## src/rtl/cordic_iter_engine.sv

```systemverilog
// Iterative CORDIC engine: one micro-rotation per clock in circular, linear or
// hyperbolic coordinates, rotation or vectoring mode. Results are uncompensated.
module cordic_iter_engine #(
  parameter int BIT_WIDTH = 16,
  parameter int ITER      = 14
) (
  input  logic                 clk,
  input  logic                 rst_n,
  input  logic                 start,
  input  logic                 mode_bit,
  input  logic [1:0]           coordinate_system,
  input  logic [BIT_WIDTH-1:0] x_in,
  input  logic [BIT_WIDTH-1:0] y_in,
  input  logic [BIT_WIDTH-1:0] z_in,
  output logic                 busy,
  output logic                 done,
  output logic                 err,
  output logic [BIT_WIDTH-1:0] x_out,
  output logic [BIT_WIDTH-1:0] y_out,
  output logic [BIT_WIDTH-1:0] z_out,
  output logic [5:0]           iter_idx
);

  localparam int FRAC = BIT_WIDTH - 3;
  localparam logic [1:0] CS_LIN  = 2'b00;
  localparam logic [1:0] CS_CIRC = 2'b01;
  localparam logic [1:0] CS_RSV  = 2'b10;
  localparam logic [1:0] CS_HYP  = 2'b11;
  localparam logic [63:0] PI4_Q60 = 64'd905502432259640354;

  // Angle constants are built from power series in Q60 and rounded to FRAC bits.
  function automatic logic [BIT_WIDTH-1:0] angle_q(input logic [1:0] cs, input int i);
    logic [63:0] acc;
    logic [63:0] term;
    acc = '0;
    if (cs == CS_LIN) begin
      if (i <= 60) acc = 64'd1 << (60 - i);
    end else if (cs == CS_CIRC && i == 0) begin
      acc = PI4_Q60;
    end else if (i > 0) begin
      for (int k = 1; k <= 61; k += 2) begin
        if (i * k <= 60) begin
          term = (64'd1 << (60 - i * k)) / 64'(k);
          if (cs == CS_CIRC && ((k / 2) % 2) == 1) acc = acc - term;
          else acc = acc + term;
        end
      end
    end
    acc = (acc + (64'd1 << (59 - FRAC))) >> (60 - FRAC);
    return acc[BIT_WIDTH-1:0];
  endfunction

  logic [BIT_WIDTH-1:0] tab_circ [64];
  logic [BIT_WIDTH-1:0] tab_lin  [64];
  logic [BIT_WIDTH-1:0] tab_hyp  [64];

  for (genvar g = 0; g < 64; g++) begin : g_tab
    localparam logic [BIT_WIDTH-1:0] E_CIRC = angle_q(CS_CIRC, g);
    localparam logic [BIT_WIDTH-1:0] E_LIN  = angle_q(CS_LIN, g);
    localparam logic [BIT_WIDTH-1:0] E_HYP  = angle_q(CS_HYP, g);
    assign tab_circ[g] = E_CIRC;
    assign tab_lin[g]  = E_LIN;
    assign tab_hyp[g]  = E_HYP;
  end

  typedef enum logic [1:0] {S_IDLE = 2'd0, S_RUN = 2'd1, S_DONE = 2'd2} state_t;
  state_t state, state_nxt;

  logic [BIT_WIDTH-1:0] x_r, y_r, z_r;
  logic [BIT_WIDTH-1:0] x_sh, y_sh, x_nxt, y_nxt, z_nxt, e_val;
  logic                 mode_r, rep_r, rep_nxt, d_pos, accept, last_step;
  logic [1:0]           cs_r;
  logic [5:0]           step_r, idx_r, idx_nxt;

  // Handshake: start is a request taken on any edge where the FSM is in IDLE or
  // DONE (ready = !busy); done is a one-cycle valid pulse with no backpressure.
  assign accept    = start && (state == S_IDLE || state == S_DONE);
  assign last_step = (cs_r == CS_RSV) || (step_r == 6'(ITER - 1));
  assign iter_idx  = idx_r;

  always_ff @(posedge clk or negedge rst_n) begin
    if (!rst_n) state <= S_IDLE;
    else        state <= state_nxt;
  end

  always_comb begin
    state_nxt = state;
    case (state)
      S_IDLE:  if (start) state_nxt = S_RUN;
      S_RUN:   if (last_step) state_nxt = S_DONE;
      S_DONE:  state_nxt = start ? S_RUN : S_IDLE;
      default: state_nxt = S_IDLE;
    endcase
  end

  always_comb begin
    busy = (state == S_RUN);
    done = (state == S_DONE);
  end

  always_comb begin
    x_sh  = $signed(x_r) >>> idx_r;
    y_sh  = $signed(y_r) >>> idx_r;
    d_pos = mode_r ? y_r[BIT_WIDTH-1] : ~z_r[BIT_WIDTH-1];
    case (cs_r)
      CS_CIRC: e_val = tab_circ[idx_r];
      CS_HYP:  e_val = tab_hyp[idx_r];
      default: e_val = tab_lin[idx_r];
    endcase
    x_nxt = x_r;
    if (d_pos) begin
      y_nxt = y_r + x_sh;
      z_nxt = z_r - e_val;
      if (cs_r == CS_CIRC) x_nxt = x_r - y_sh;
      else if (cs_r == CS_HYP) x_nxt = x_r + y_sh;
    end else begin
      y_nxt = y_r - x_sh;
      z_nxt = z_r + e_val;
      if (cs_r == CS_CIRC) x_nxt = x_r + y_sh;
      else if (cs_r == CS_HYP) x_nxt = x_r - y_sh;
    end
    // Hyperbolic convergence needs indices 4, 13 and 40 executed twice.
    idx_nxt = idx_r + 6'd1;
    rep_nxt = 1'b0;
    if (cs_r == CS_HYP && !rep_r && (idx_r == 6'd4 || idx_r == 6'd13 || idx_r == 6'd40)) begin
      idx_nxt = idx_r;
      rep_nxt = 1'b1;
    end
  end

  always_ff @(posedge clk or negedge rst_n) begin
    if (!rst_n) begin
      x_r    <= '0;
      y_r    <= '0;
      z_r    <= '0;
      mode_r <= 1'b0;
      cs_r   <= 2'b00;
      step_r <= '0;
      idx_r  <= '0;
      rep_r  <= 1'b0;
      err    <= 1'b0;
      x_out  <= '0;
      y_out  <= '0;
      z_out  <= '0;
    end else if (accept) begin
      x_r    <= x_in;
      y_r    <= y_in;
      z_r    <= z_in;
      mode_r <= mode_bit;
      cs_r   <= coordinate_system;
      step_r <= '0;
      idx_r  <= (coordinate_system == CS_HYP) ? 6'd1 : 6'd0;
      rep_r  <= 1'b0;
      err    <= 1'b0;
    end else if (state == S_RUN) begin
      if (cs_r == CS_RSV) begin
        x_out <= x_r;
        y_out <= y_r;
        z_out <= z_r;
        err   <= 1'b1;
      end else begin
        x_r    <= x_nxt;
        y_r    <= y_nxt;
        z_r    <= z_nxt;
        step_r <= step_r + 6'd1;
        idx_r  <= idx_nxt;
        rep_r  <= rep_nxt;
        if (last_step) begin
          x_out <= x_nxt;
          y_out <= y_nxt;
          z_out <= z_nxt;
        end
      end
    end
  end

endmodule

```

## config.mk

```make
export PLATFORM = sky130hd
export DESIGN_NAME = cordic_iter_engine
export DESIGN_NICKNAME = d
export VERILOG_FILES = /design/src/rtl/cordic_iter_engine.sv
export SDC_FILE = /design/constraint.sdc
export NUM_CORES = 1
export LEC_CHECK = 0
export BUFFER_PORTS_ARGS = -buffer_cell sky130_fd_sc_hd__clkbuf_2
export CORE_MARGIN = 2
export CORE_UTILIZATION = 38
export DETAILED_ROUTE_END_ITERATION = 8
export SKIP_LAST_GASP = 1
export SYNTH_ARGS = -nofsm -noshare
export SYNTH_HDL_FRONTEND = slang
export SYNTH_SLANG_ARGS = --single-unit
```

## constraint.sdc

```tcl
create_clock -name clk -period 5.6 [get_ports clk]
set_clock_uncertainty 0.05 [all_clocks]
set_input_delay 0.84 -clock clk [delete_from_list [all_inputs] [get_ports clk]]
set_output_delay 0.84 -clock clk [all_outputs]
set_load 0.03 [all_outputs]
```

Yosys cells after proc, flatten, opt, wreduce, memory -nomap -nowiden
Memory sizes are Yosys's and may differ from the RTL's.
Index checks and enable logic that the tools add are counted.

word-level totals
  word-level logic and storage cells = 110
  memories = 3
  bits in registers = 115
  ROM bits = 3,072

operators by class
  magnitude comparators = 1
  multiplexer cells = 49
  reductions and logical operators = 17
  add/subtract/negate cells = 8
  eq/ne operators = 14
  bitwise gates (word level) = 3
  shift operators = 2

memories
  name              words  bits a word  rd ports  clocked after memory_dff  write ports  line  source
  (name not given)  64     16           1         0                         0            108   default: e_val = tab_lin[idx_r];
  (name not given)  64     16           1         0                         0            107   CS_HYP: e_val = tab_hyp[idx_r];
  (name not given)  64     16           1         0                         0            106   CS_CIRC: e_val = tab_circ[idx_r];

operators with widths
  operator                                                                count
  16-bit 2-to-1 mux                                                       28
  16-bit adder                                                            3
  16-bit subtractor                                                       3
  6-bit 2-to-1 mux                                                        7
  16-bit one-hot mux with 2 select lines                                  1
  16-bit by 6-bit >>> shifter with 16-bit output                          2
  6-bit by 1-bit adder with 6-bit output (second input constant)          2
  6-bit by 4-bit equality test with 1-bit output (second input constant)  2
  1-bit 2-to-1 mux                                                        10
  2-bit equality test (second input constant)                             4
  7-bit >= comparator (second input constant)                             1
  6-bit inverter with 7-bit output                                        1
  6-bit by 3-bit equality test with 1-bit output (second input constant)  1
  6-bit equality test (second input constant)                             1
  2-bit inequality test (second input constant)                           3
  2-bit one-hot mux with 3 select lines                                   1
  2-bit AND reduction                                                     3
  3-bit AND reduction                                                     2
  2-bit nonzero test                                                      3
  2-bit by 1-bit equality test with 1-bit output (second input constant)  2
  1-bit logical OR                                                        4
  2-bit 2-to-1 mux                                                        2
  1-bit logical AND                                                       3
  2-bit zero test                                                         1
  3 further kinds                                                         4

Depth between registers and ports, before layout
Gate-level depths: netlist of run 1.

  depth after elaboration = 10
  depth in mapped cells = 24

Worst setup path before layout of run 1
No wires, ideal clock.

  path type = reg-to-reg
  start point = register idx_r[1], in the netlist iter_idx[1]
  end point = register z_out[15]
  setup slack = 161 ps
  setup time = 82 ps
  arrival = 5,307 ps
  buffers on the path = 5
  required time = 5,468 ps
  cell stages (with the launch flop) = 23
  path through = dfrtp_1 > buf_2 > buf_4 > inv_1 > buf_2 > buf_1 > ha_1 > clkbuf_1 > nand2_1 > a21o_1 > a21oi_1 > a31oi_1 > ha_1 > a21oi_1 > ha_1 > nor2b_1 > o31a_1 > o32ai_1 > o211ai_1 > a211oi_1 > xor2_1 > or3_1 > a31oi_1

on the way
  cells in the longest elaborated chain, start to end = 9

ends and longest elaborated chain
  item                                                      line           source
  from (decl)                                               73             logic [5:0] step_r, idx_r, idx_nxt;
  from (signal assigned)                                    152            idx_r <= (coordinate_system == CS_HYP) ? 6'd1 : 6'd0;
  from (signal assigned)                                    166            idx_r <= idx_nxt;
  6-bit inverter with 7-bit output (implied by the code) *  106, 107, 108
  memory 64 x 16 bit (on tied branches)                     --
  16-bit 2-to-1 mux (on tied branches) (2 in series)        108, 106, 107
  16-bit one-hot mux with 2 select lines *                  105            case (cs_r)
  16-bit adder or 16-bit subtractor (tied branches)         118, 113
  16-bit 2-to-1 mux *                                       111            if (d_pos) begin
  16-bit 2-to-1 mux *                                       168            if (last_step) begin
  16-bit 2-to-1 mux *                                       156            if (cs_r == CS_RSV) begin
  to (signal assigned)                                      159            z_out <= z_r;
  to (signal assigned)                                      171            z_out <= z_nxt;
  to (decl)                                                 20             output logic [BIT_WIDTH-1:0] z_out,

Every way passes the cells marked *; elsewhere a longest branch is shown, timed or not. The select of a mux whose other input is x is not followed.
A chain may end at the register's enable or synchronous reset.

Worst setup path in the final report of run 1
  start point = register idx_r[0], in the netlist iter_idx[0]
  end point = register x_out[15]

on the way
  cells in the longest elaborated chain, start to end = 7

ends and longest elaborated chain
  item                                               line      source
  16-bit by 6-bit >>> shifter with 16-bit output *   103       y_sh = $signed(y_r) >>> idx_r;
  16-bit subtractor or 16-bit adder (tied branches)  --
  16-bit 2-to-1 mux (on tied branches)               120, 115
  16-bit 2-to-1 mux (on tied branches)               119, 114
  16-bit 2-to-1 mux *                                111
  16-bit 2-to-1 mux *                                168
  16-bit 2-to-1 mux *                                156
  to (signal assigned)                               157       x_out <= x_r;
  to (signal assigned)                               169       x_out <= x_nxt;
  to (decl)                                          18        output logic [BIT_WIDTH-1:0] x_out,

Marks and branches as above.

==> qor.yml, run 1 <==
cts:
  h-tree-depth: 4
  clkLatencyLatePin_ns: 0.43
  cts_buffer_depth: 2
  cts.clk_slew.worst_paths_ns: 0.06
  cts_sinks: 115
  cts_buffers: 17
  post_cts_buffers: 0
  root_buffer: "clkbuf_16"
  cts_tree: "done"
synth:
  ys_ff_latch: 115
  synth_warnings: 0
  synth-edff-count: 0
  syn_avg_cell_area_um2: 7.87
  syn_area_mm2: 0.0111
  synthArstFlopShare_pct: 100
  synthCells: 1413
  ys_seq_area_share_pct: 25.9
  synth_nets: 1545
  ys_types: 84
  ys.flop_type: "dfrtp_1"
flow_run:
  max-cap-violations: 0
global_routing:
  antenna_found_initial: 0
  overflow: 0
  use_met2_pct: 41.3
  use_met1_pct: 33.9
  use_met3_pct: 2.89
  busiest_layer: "met2"
  grt_pass1_vias: 10900
  grt_pass1_wl_um: 60800
  grt_usage_pct: 24.9
  grt_max_degree: 61
sta:
  post-route-period-util_pct: 92.0
  fin_setup_tns_ns: 0
  worstMarginPinSlew_ns: 1.08
  hold_viol: 0
  slew_violations: 0
  period_needed_ns: 5.15
  setup_ws_ns: 0.447
  rsz0062_at_grt: "no"
  setup_violations: 0
  fmax_ghz: 0.194
  max_slew_margin_pct: 27.8
floorplanning:
  dieArea_mm2: 0.0307
  fp.dieH_um: 175
  start_util_pct: 38.7
  die_x_um: 175
  io_pins: 111
  rows: 62
  core_mm2: 0.0288
finish:
  area.growth.synth_to_final_pct: 15.1
  layout_commonest_cell: "nand2_1"
  post-route-util_pct: 44.5
  antenna_cells: 0
  fin_nets: 1627
  final_cell_mix: "nand2_1 (166), nor2_1 (131), o21ai_0 (126)"
  drive_gt1_share_pct: 16.4
outcome:
  status: "finished clean"
routing:
  vias: 11100
  first_iter_violations: 840
  ant_nets: 0
  wl_per_cell_um: 20.0
  wl_um: 37900
  firstDrtPassIters: 7
  via_per_inst: 5.86
  drc: 0
worst_setup_path:
  rr_worst_depth: 19
  arrival_ns: 5.42
  path_class: "flip-flop to flip-flop"
  crit_path_start_kind: "flip-flop"
  cp_max_fo: 41
  endpoint_kind: "flip-flop"
  critPathRequiredTime_ns: 5.87
hold_path:
  hold_class: "flip-flop to flip-flop"
  hold-path-cell-count: 2
placement:
  place.gp.congestion: 0.952
  dp_worst_setup_slack_ns: 0.380
  port_buffers: 110
  dp_hpwl_um: 28300
state kept, by name, indices dropped and copies added, names as in the netlist, 2 cells and up:
register and flops:
z_out 16, z_r 16, y_out 16, x_r 16, cs_r 2, step_r 6
state 2, iter_idx 6, x_out 16, y_r 16
routing by layer:
| metal | wire length, um | vias up |
|---|---|---|
| met5 | 0 | - |
| met4 | 951 | 0 |
| met3 | 1810 | 56 |
| met2 | 17900 | 371 |
| met1 | 17200 | 5372 |
| li1 | - | 5267 |
stage by stage:
step / instances / instance area [um2] / hold slack (ns)
after floorplan: 1413 / 11100 / 0.441
after global placement: 1860 / 12200 / 0.410
after detailed placement: 1860 / 12200 / 0.420
after CTS: 1890 / 12800 / 0.437
after global routing: 1890 / 12800 / 0.459
final: 1890 / 12800 / 0.431
cell usage after synthesis (34+ instances only):
master / instances / area share [%]
nand2_1: 166 / 5.6
xnor2_1: 42 / 3.3
mux2i_1: 48 / 4.3
a22oi_1: 38 / 2.6
dfrtp_1: 115 / 26
a21oi_1: 96 / 4.3
nand3_1: 34 / 1.5
inv_1: 44 / 1.5
nor2_1: 132 / 4.5
clkbuf_1: 66 / 2.2
a31oi_1: 36 / 2.0
ha_1: 74 / 8.3
o21ai_0: 126 / 5.7
worst max-delay path: stages, from the launching register on:
cell,delay (ns)
dfrtp_2,0.52
buf_12,0.27
mux2_2,0.38
o21ai_0,0.21
nor2_1,0.07
a21oi_1,0.33
a21oi_1,0.17
nor2_1,0.12
a21oi_1,0.06
o21ai_0,0.30
ha_1,0.31
nand2b_1,0.17
a221oi_2,0.37
o211ai_1,0.16
a21oi_1,0.29
a211oi_1,0.14
o31ai_1,0.49
xnor2_1,0.21
nand3_1,0.12
a32o_1,0.27
area by class of cell:
class                      instances  area, um2
fill                            2874      16000
multi-input combinational       1156       7690
sequential                       115       2880
timing repair buffer             161        948
clock buffer                      21        480
tap                              384        480
inverter                          44        165
clock inverter                     9        151
repair_timing:
item | CTS | global route
gates resized for setup | 0 | 2
hold buffers | 0 | 0
endpoints found under the setup margin | 0 | 5
path summary, 6_finish.rpt:
path	start	end	slack, ns
worst max-delay path	iter_idx[0]	x_out[15]	0.45
worst min-delay path	x_out[3]	x_out[3]	0.43
worst max register to register	iter_idx[0]	x_out[15]	0.45
worst min register to register	x_out[3]	x_out[3]	0.43
max in group asynchronous	rst_n	y_r[14]	3.72
min in group asynchronous	rst_n	iter_idx[3]	0.49
kinds of logic (layout without fill, tap and decap cells):
kind of cell | count (synthesis) | count (layout) | share of synthesized area, %
and+or+nand+nor | 487 | 487 | 20.7
DFF | 115 | 115 | 25.9
buffers and inverters | 142 | 235 | 5.32
xor gates and xnor gates | 74 | 74 | 5.83
muxes | 73 | 73 | 7.78
adders and majority gates | 78 | 78 | 9.04
AOI/OAI and AO/OA | 444 | 444 | 25.4
Power of run 1 is not shown: default switching activity piles up to over one toggle a cycle in this logic, so the estimate is an artifact.
==> run 2: changes to the inputs <==
==> constraint.sdc (replaced) <==
create_clock -name clk -period 5.2 [get_ports clk]
set_clock_uncertainty 0.05 [all_clocks]
set_input_delay 0.78 -clock clk [delete_from_list [all_inputs] [get_ports clk]]
set_output_delay 0.78 -clock clk [all_outputs]
set_load 0.03 [all_outputs]
==> run 2 against run 1 <==
  * Largest cell class unchanged
  * Worst hold slack worse by 0.16 ns
  * First-iteration DRC count down 12%
  * Count of clock-buffer cells in the layout decreased by 3
  * Global-route usage shrank 0.52 points
  * Critical path depth shrank 1
  * Register-to-register slack lost 0.08 ns
  * Die area unchanged
  * Highest routed layer unchanged
==> qor.yml, run 2 (synthesis results as in run 1) <==
routing:
  drc: 0  # unchanged
  via_per_inst: 5.76  # -1.7%
  vias: 11000  # -0.50%
  firstDrtPassIters: 5  # -2
  first_iter_violations: 739  # -12%
  wl_um: 37400  # -1.2%
  wl_per_cell_um: 19.6  # -2.4%
  ant_nets: 0  # unchanged
cts:
  cts_buffers: 17  # unchanged
  root_buffer: "clkbuf_16"
  h-tree-depth: 4  # unchanged
  clkLatencyLatePin_ns: 0.43  # about the same
  cts_sinks: 115  # unchanged
  cts_hold_buf: 0  # unchanged
  cts.clk_slew.worst_paths_ns: 0.07  # about the same
  cts_buffer_depth: 2  # unchanged
  cts_tree: "done"
finish:
  final_cell_mix: "nand2_1 (166), nor2_1 (130), o21ai_0 (124)"
  area.growth.synth_to_final_pct: 16.4
  post-route-util_pct: 45.0  # +0.52 points
  postLayoutCellArea_mm2: 0.0130  # +1.2%
  antenna_cells: 0  # unchanged
  fin_nets: 1648  # +1.3%
  layout_commonest_cell: "nand2_1"
  drive_gt1_share_pct: 18.1  # +1.7 points
worst_setup_path:
  cp_max_fo: 8  # -80%
  critPathMaxStageDelay_ns: 0.54  # +0.02 ns
  r2r_start: "iter_idx[0]"
  critical_path.cell_chain: "buf_2 -> buf_4 -> ha_1 -> ha_1 -> mux2i_1 -> o211ai_1 -> a211oi_1 -> nand4_1 -> o21ai_0 -> xor2_1 -> ha_1 -> o21a_1 -> nor2_1 -> nor2_1 -> a211oi_1 -> xor2_1 -> o21ai_0 -> a31oi_1"
  cp-startpoint: "iter_idx[0]"
  endpoint_kind: "flip-flop"
  critPathRequiredTime_ns: 5.49  # -0.38 ns
  crit_top_cell: "ha_1"
  crit_path_start_kind: "flip-flop"
  cp_slowest_cell: "dfrtp_4"
  path_class: "flip-flop to flip-flop"
  path_buf_inv: 2  # +1
  cp_top_family: "compound AO/OA/AOI/OAI gates"
  arrival_ns: 5.12  # -0.30 ns
sta:
  fin_setup_tns_ns: 0  # unchanged
  hold_ws_ns: 0.271  # -0.161 ns
  post-route-period-util_pct: 93.0  # +0.95 points
  slew_violations: 0  # unchanged
  setup_violations: 0  # unchanged
  period_needed_ns: 4.83  # -0.319 ns
  max_slew_margin_pct: 30.2  # +2.3 points
  hold_viol: 0  # unchanged
  worstMarginPinSlew_ns: 1.05  # -0.0350 ns
  rsz0062_at_grt: "no"
  fmax_ghz: 0.207  # +6.6%
placement:
  placed_area_mm2: 0.0123  # +1.1%
  dp_hpwl_um: 27900  # -1.4%
  port_buffers: 110  # unchanged
  place.gp.congestion: 0.947  # -0.51%
global_routing:
  overflow: 0  # unchanged
  grt_pass1_wl_um: 59400  # -2.2%
  grt_pass1_vias: 10900  # -0.13%
  antenna_found_initial: 0  # unchanged
  grt_usage_pct: 24.4  # -0.52 points
  grt_max_degree: 62  # +1.6%
floorplanning:
  start_util_pct: 38.7  # unchanged
  io_pins: 111  # unchanged
  dieArea_mm2: 0.0307  # unchanged
  fp.dieH_um: 175  # unchanged
  die_x_um: 175  # unchanged
  rows: 62  # unchanged
  core_mm2: 0.0288  # unchanged
outcome:
  status: "finished clean"
hold_path:
  hold_class: "input pin to async pin"
flow_run:
  max-cap-violations: 0  # unchanged
==> run 2: changes by cell type in the layout (fill, tap and decap cells not counted), moves of 2 or more <==
cell        delta
o21ai_1        +2
clkinvlp_4     +3
clkbuf_8       -3
buf_4         +19
bufinv_16      -4
inv_6          +2
clkinv_4       +4
dfrtp_2        -2
o21ai_0        -2
==> run 2: timing repair <==
| item | CTS | global route |
|---|---|---|
| setup buffers | 0 | 6 |
| gates resized for setup | 0 | 14 |
| endpoints found under the setup margin | 0 | 13 |
==> run 2: layout make-up <==
class,instances,area (um2)
fill,2878,15800
multi-input combinational,1156,7760
sequential,115,2880
timing repair buffer,182,1120
tap,384,480
clock buffer,18,439
inverter,44,165
clock inverter,14,106
==> run 2: layer usage <==
layer  share of wire (%)  vias up  track usage, %  wire length (um)
met2                  48      365            41.1             18000
met5                   0        -               0                 0
met1                  45     5288            32.4             16700
met3                 5.0       55            3.22              1860
met4                 2.3        0            7.74               860
li1                    -     5303               -                 -
==> run 2: final timing paths <==
kind	endpoint	slack [ns]	depth (start not counted)
setup / recovery	z_out[15]	0.37	18
min in group clk	z_out[2]	0.42	2
hold reg to reg	z_out[2]	0.42	2
setup reg to reg	z_out[15]	0.37	18
hold / removal	z_r[7]	0.27	1
max in group asynchronous	y_out[12]	3.70	2
==> run 2: metrics by stage <==
stage | std cells | setup slack, ns
finish | 1913 | 0.365
global route | 1913 | 0.00905
CTS | 1907 | 0.111
detailed placement | 1875 | 0.150
global placement | 1875 | 0.246
floorplan | 1413 | 0.134
Power of run 2 is left out for the same reason.
